$ cat src/rtl/decoder_2_to_4_hold.sv
// Registered 2-to-4 decoder: one cycle from accept to one-hot y, then y is held for HOLD_CYCLES cycles.
// in_ready is low while holding and rises on the last hold cycle so a new code can be accepted back-to-back.
module decoder_2_to_4_hold #(
   parameter int HOLD_CYCLES = 4,
   parameter int CNT_W       = 8
) (
   input  logic       clk,
   input  logic       rst,
   input  logic       in_valid,
   input  logic [1:0] in_code,
   output logic       in_ready,
   output logic [3:0] y,
   output logic       y_valid,
   output logic       done
);

   typedef enum logic {
      IDLE = 1'b0,
      HOLD = 1'b1
   } state_t;

   localparam logic [CNT_W-1:0] LAST = CNT_W'(HOLD_CYCLES - 1);
   localparam logic [CNT_W-1:0] ONE  = CNT_W'(1);

   state_t           state;
   state_t           state_nxt;
   logic [CNT_W-1:0] cnt;
   logic [CNT_W-1:0] cnt_nxt;
   logic [3:0]       y_nxt;
   logic             last;
   logic             accept;

   assign last   = (cnt == LAST);
   assign accept = in_valid & in_ready;

   // State, counter and the held one-hot value share one register process
   always_ff @(posedge clk or posedge rst) begin
      if (rst) begin
         state <= IDLE;
         cnt   <= '0;
         y     <= 4'b0000;
      end else begin
         state <= state_nxt;
         cnt   <= cnt_nxt;
         y     <= y_nxt;
      end
   end

   always_comb begin
      state_nxt = state;
      cnt_nxt   = cnt;
      y_nxt     = y;
      case (state)
         IDLE: begin
            if (accept) begin
               state_nxt = HOLD;
               cnt_nxt   = '0;
               y_nxt     = 4'b0001 << in_code;
            end
         end
         HOLD: begin
            if (!last) begin
               cnt_nxt = cnt + ONE;
            end else if (accept) begin
               cnt_nxt = '0;
               y_nxt   = 4'b0001 << in_code;
            end else begin
               state_nxt = IDLE;
               cnt_nxt   = '0;
               y_nxt     = 4'b0000;
            end
         end
         default: begin
            state_nxt = IDLE;
            cnt_nxt   = '0;
            y_nxt     = 4'b0000;
         end
      endcase
   end

   // Outputs depend on registers only, never on in_valid
   always_comb begin
      in_ready = (state == IDLE) || last;
      done     = (state == HOLD) && last;
      y_valid  = (state == HOLD);
   end

endmodule

$ cat config.mk
export PLATFORM = sky130hd
export DESIGN_NAME = decoder_2_to_4_hold
export DESIGN_NICKNAME = d
export VERILOG_FILES = /design/src/rtl/decoder_2_to_4_hold.sv
export SDC_FILE = /design/constraint.sdc
export NUM_CORES = 1
export LEC_CHECK = 0
export CORE_ASPECT_RATIO = 1.25
export CORE_MARGIN = 1.5
export CORE_UTILIZATION = 35
export DETAILED_ROUTE_END_ITERATION = 7
export GPL_TIMING_DRIVEN = 0
export PLACE_DENSITY = 0.57
export SLEW_MARGIN = 40
export SYNTH_ARGS = -nofsm -noshare
export SYNTH_HDL_FRONTEND = slang
export SYNTH_SLANG_ARGS = --single-unit
$ cat constraint.sdc
create_clock -name clk -period 1.95 [get_ports clk]
set_input_delay 0.585 -clock clk [delete_from_list [all_inputs] [get_ports clk]]
set_output_delay 0.585 -clock clk [all_outputs]
set_load 0.005 [all_outputs]
==> flow_metrics.py <==
metrics = {
    "clocking": {
        "clkSinkCount": 13,
        "htreeDepth": 1,
        "cts_tree": "built",
        "path_clk_slew_ps": 80,
        "clock_latency_ps": 280,
        "cts_buffers": 3,
        "clockBufferDepth": 2,
        "root_buffer": "clkbuf_4",
    },
    "timing": {
        "timing.final.crit_period_ps": 2256,
        "max_freq_ghz": 0.4432,
        "rsz0062_at_grt": "yes",
        "setup_ws_ps": -306.4,
        "post-route-period-util_pct": 115.7,
        "finalSetupViolations": 2,
        "hold_violations": 0,
        "tightest_slew_ps": 489.7,
        "finalMaxSlewViolations": 0,
        "fin_skew_ps": 1.588,
        "relSlewSlack_pct": 67.32,
    },
    "logic_synthesis": {
        "postSynthCellCount": 81,
        "synth_edf_count": 0,
        "postSynthNetCount": 87,
        "syn_avg_cell_area_um2": 9.036,
        "synth_seq_cells": 13,
        "yosysMostFrequentCell": "dfrtp_1",
        "synth-main-ff-cell": "dfrtp_1",
        "synth.distinct_cells": 30,
        "netlist.area_leader.share_pct": 44.44,
        "synth_area_leader_cell": "dfrtp_1",
        "synthTopCellsByCount": "dfrtp_1, nand3_1, nand2_1",
        "synth-async-reset-ratio_pct": 100.0,
        "yosysWarningCount": 0,
        "synth_seq_area_share_pct": 44.44,
        "netlist_top_cells_area": "dfrtp_1, nand3_1, o211ai_1",
        "syn_area_um2": 732.0,
    },
    "global_routing": {
        "grt_pass1_wl_um": 3118,
        "overflow": 0,
        "grt_pass1_vias": 699,
        "grt_max_degree": 14,
        "grt_antenna_before_repair": 0,
        "grt_use_total_pct": 18.23,
    },
    "critical_path": {
        "r2r_slack_ps": 100,
        "r2r_cells": 5,
        "timing.rr.start": "cnt[0]",
        "cpPeakStageDelay_ps": 500,
        "worstSetupPathType": "flop to output pin",
        "crit_arrival_ps": 1670,
        "crit_path_end_kind": "output pin",
        "crit_path_start_kind": "flop",
        "path_max_fanout": 3,
        "cp_top_family": "simple AND/OR/NAND/NOR gates",
        "crit-reg2reg-capture": "y[3]",
        "crit_slowest_cell": "or4b_4",
        "cp_num_buf_inv": 2,
        "worstPathCellList": "ha_4 -> or4b_4 -> o21a_4 -> inv_2 -> buf_2",
        "cp.required_ps": 1360,
    },
    "place": {
        "place_area_um2": 872.1,
        "port-buffer-count": 11,
        "gp_congestion": 0.7019,
        "hpwl_um": 1209,
    },
    "route": {
        "vias_per_cell": 5.719,
        "first_pass_iters": 4,
        "wl_per_cell_um": 15.08,
        "initialDrtViolationCount": 25,
        "num_vias": 692,
        "ant_nets": 0,
        "wirelength_um": 1825,
        "remaining_drc_errors": 0,
    },
    "hold_path": {
        "min_to": "y[0]",
        "holdPathStages": 1,
        "min_from": "y[0]",
        "hp-class": "flop to flop",
    },
    "cells_and_area": {
        "area_growth_pct": 29.91,
        "layout-drive-gt1-share_pct": 19.80,
        "finalInstanceArea_um2": 950.9,
        "nets": 108,
        "diodes": 0,
    },
    "floorplan": {
        "core-area_um2": 1982,
        "rows": 18,
        "die_y_um": 54.13,
        "fp.dieW_um": 43.90,
        "start_util_pct": 36.93,
        "io_pins": 12,
        "die_area_um2": 2376,
    },
    "pwr": {
        "leakagePower_nw": 0.3508,
        "powerDensity_nw_per_um2": 507.0,
        "ir_drop_uv": 413.1,
        "p_total_w": 0.0004821,
    },
    "run_status": {
        "violations": "negative setup slack",
        "outcome": "finished with violations",
    },
    "run": {
        "maxCapViolCount": 0,
    },
}
==> worst max-delay path by stage <==
stage / from / endpoint / slack, ps / cells after the start
3_5_place_dp: cnt[0] / in_ready / -750 / 6
5_1_grt: cnt[0] / in_ready / -340 / 5
2_1_floorplan: cnt[0] / in_ready / -110 / 5
6_report: cnt[0] / in_ready / -310 / 5
4_1_cts: cnt[1] / in_ready / -370 / 6
3_3_place_gp: cnt[0] / in_ready / -740 / 6
==> registers in the layout (all words and copies together), names as in the netlist <==
name	cells
cnt	8
y	4
y_valid	1
==> cell families after synthesis <==
group           after synthesis  synth area share [%]
mux                           1                 1.368
buf+inv                      11                 5.810
simple gates                 35                 26.15
compound gates               19                 19.32
fa+ha+maj                     1                 1.709
xor+xnor                      1                 1.197
flops                        13                 44.44
==> power breakdown <==
group | switching (W) | internal (W)
clock | 0.0000919 | 0.0000793
sequential | 0.00000267 | 0.000273
combinational | 0.0000156 | 0.0000197
==> worst register-to-register path, delay by kind of cell, from the launching register on <==
kind / cells / cell delay, ps
AND/OR/NAND/NOR: 1 / 500
flip-flops: 1 / 400
buffers and inverters: 1 / 150
AO/OA/AOI/OAI: 2 / 560
adder cells (fa/ha/maj): 1 / 140
==> stage by stage <==
step                      hold WS, ps  setup TNS (ps)  cells  worst slack [ps]  utilization (%)
after floorplan                 462.0          -119.0     81            -109.0                -
after global placement          503.8           -1531    112            -737.6            44.00
after detailed placement        503.5           -1552    112            -747.3            44.00
after CTS                       529.1          -676.4    123            -370.9            48.48
after global routing            557.8          -612.3    121            -337.6            47.98
final                           526.6          -543.4    121            -306.4            47.98
==> cell type report <==
class                      count  area (um2)
fill                         201        1031
multi-input combinational     57       385.4
sequential                    13       327.8
timing repair buffer          18       152.6
clock buffer                   4       26.28
inverter                       7       26.28
tap                           20       25.02
buffer                         2       7.507
==> per-layer routing <==
layer,share of wire [%],wire length [um],global-route usage (%)
met5,0,0,0
met4,0.99,18,10.10
met3,3.5,64,2.013
met2,52,940,31.13
met1,44,802,22.20
==> cell usage in the layout, fill, tap and decap left out, types with 2 or more instances in the layout <==
cell type and instances:
buf_4 7, a21oi_1 3, nor2_1 2, clkdlybuf4s50_1 9
inv_1 5, buf_2 2, nand2b_1 2, clkbuf_1 3
a211o_1 2, o211ai_1 4, dfrtp_2 2, nor3_1 5
nand4_1 2, nor2b_1 2, nand2_1 7, nand3b_1 2
dfrtp_1 11, o31ai_1 2, o21ai_0 3, clkbuf_4 3
nand3_1 8, or4_1 2
==> what timing repair did <==
action | CTS | global route
gates resized for setup | 13 | 1
endpoints found under the setup margin | 5 | 3
buffers inserted | 7 | 0
pin swaps | 1 | 0
gates cloned | 0 | 0
hold buffers | 0 | 0
No activity file was read; power rests on OpenSTA's default activity.
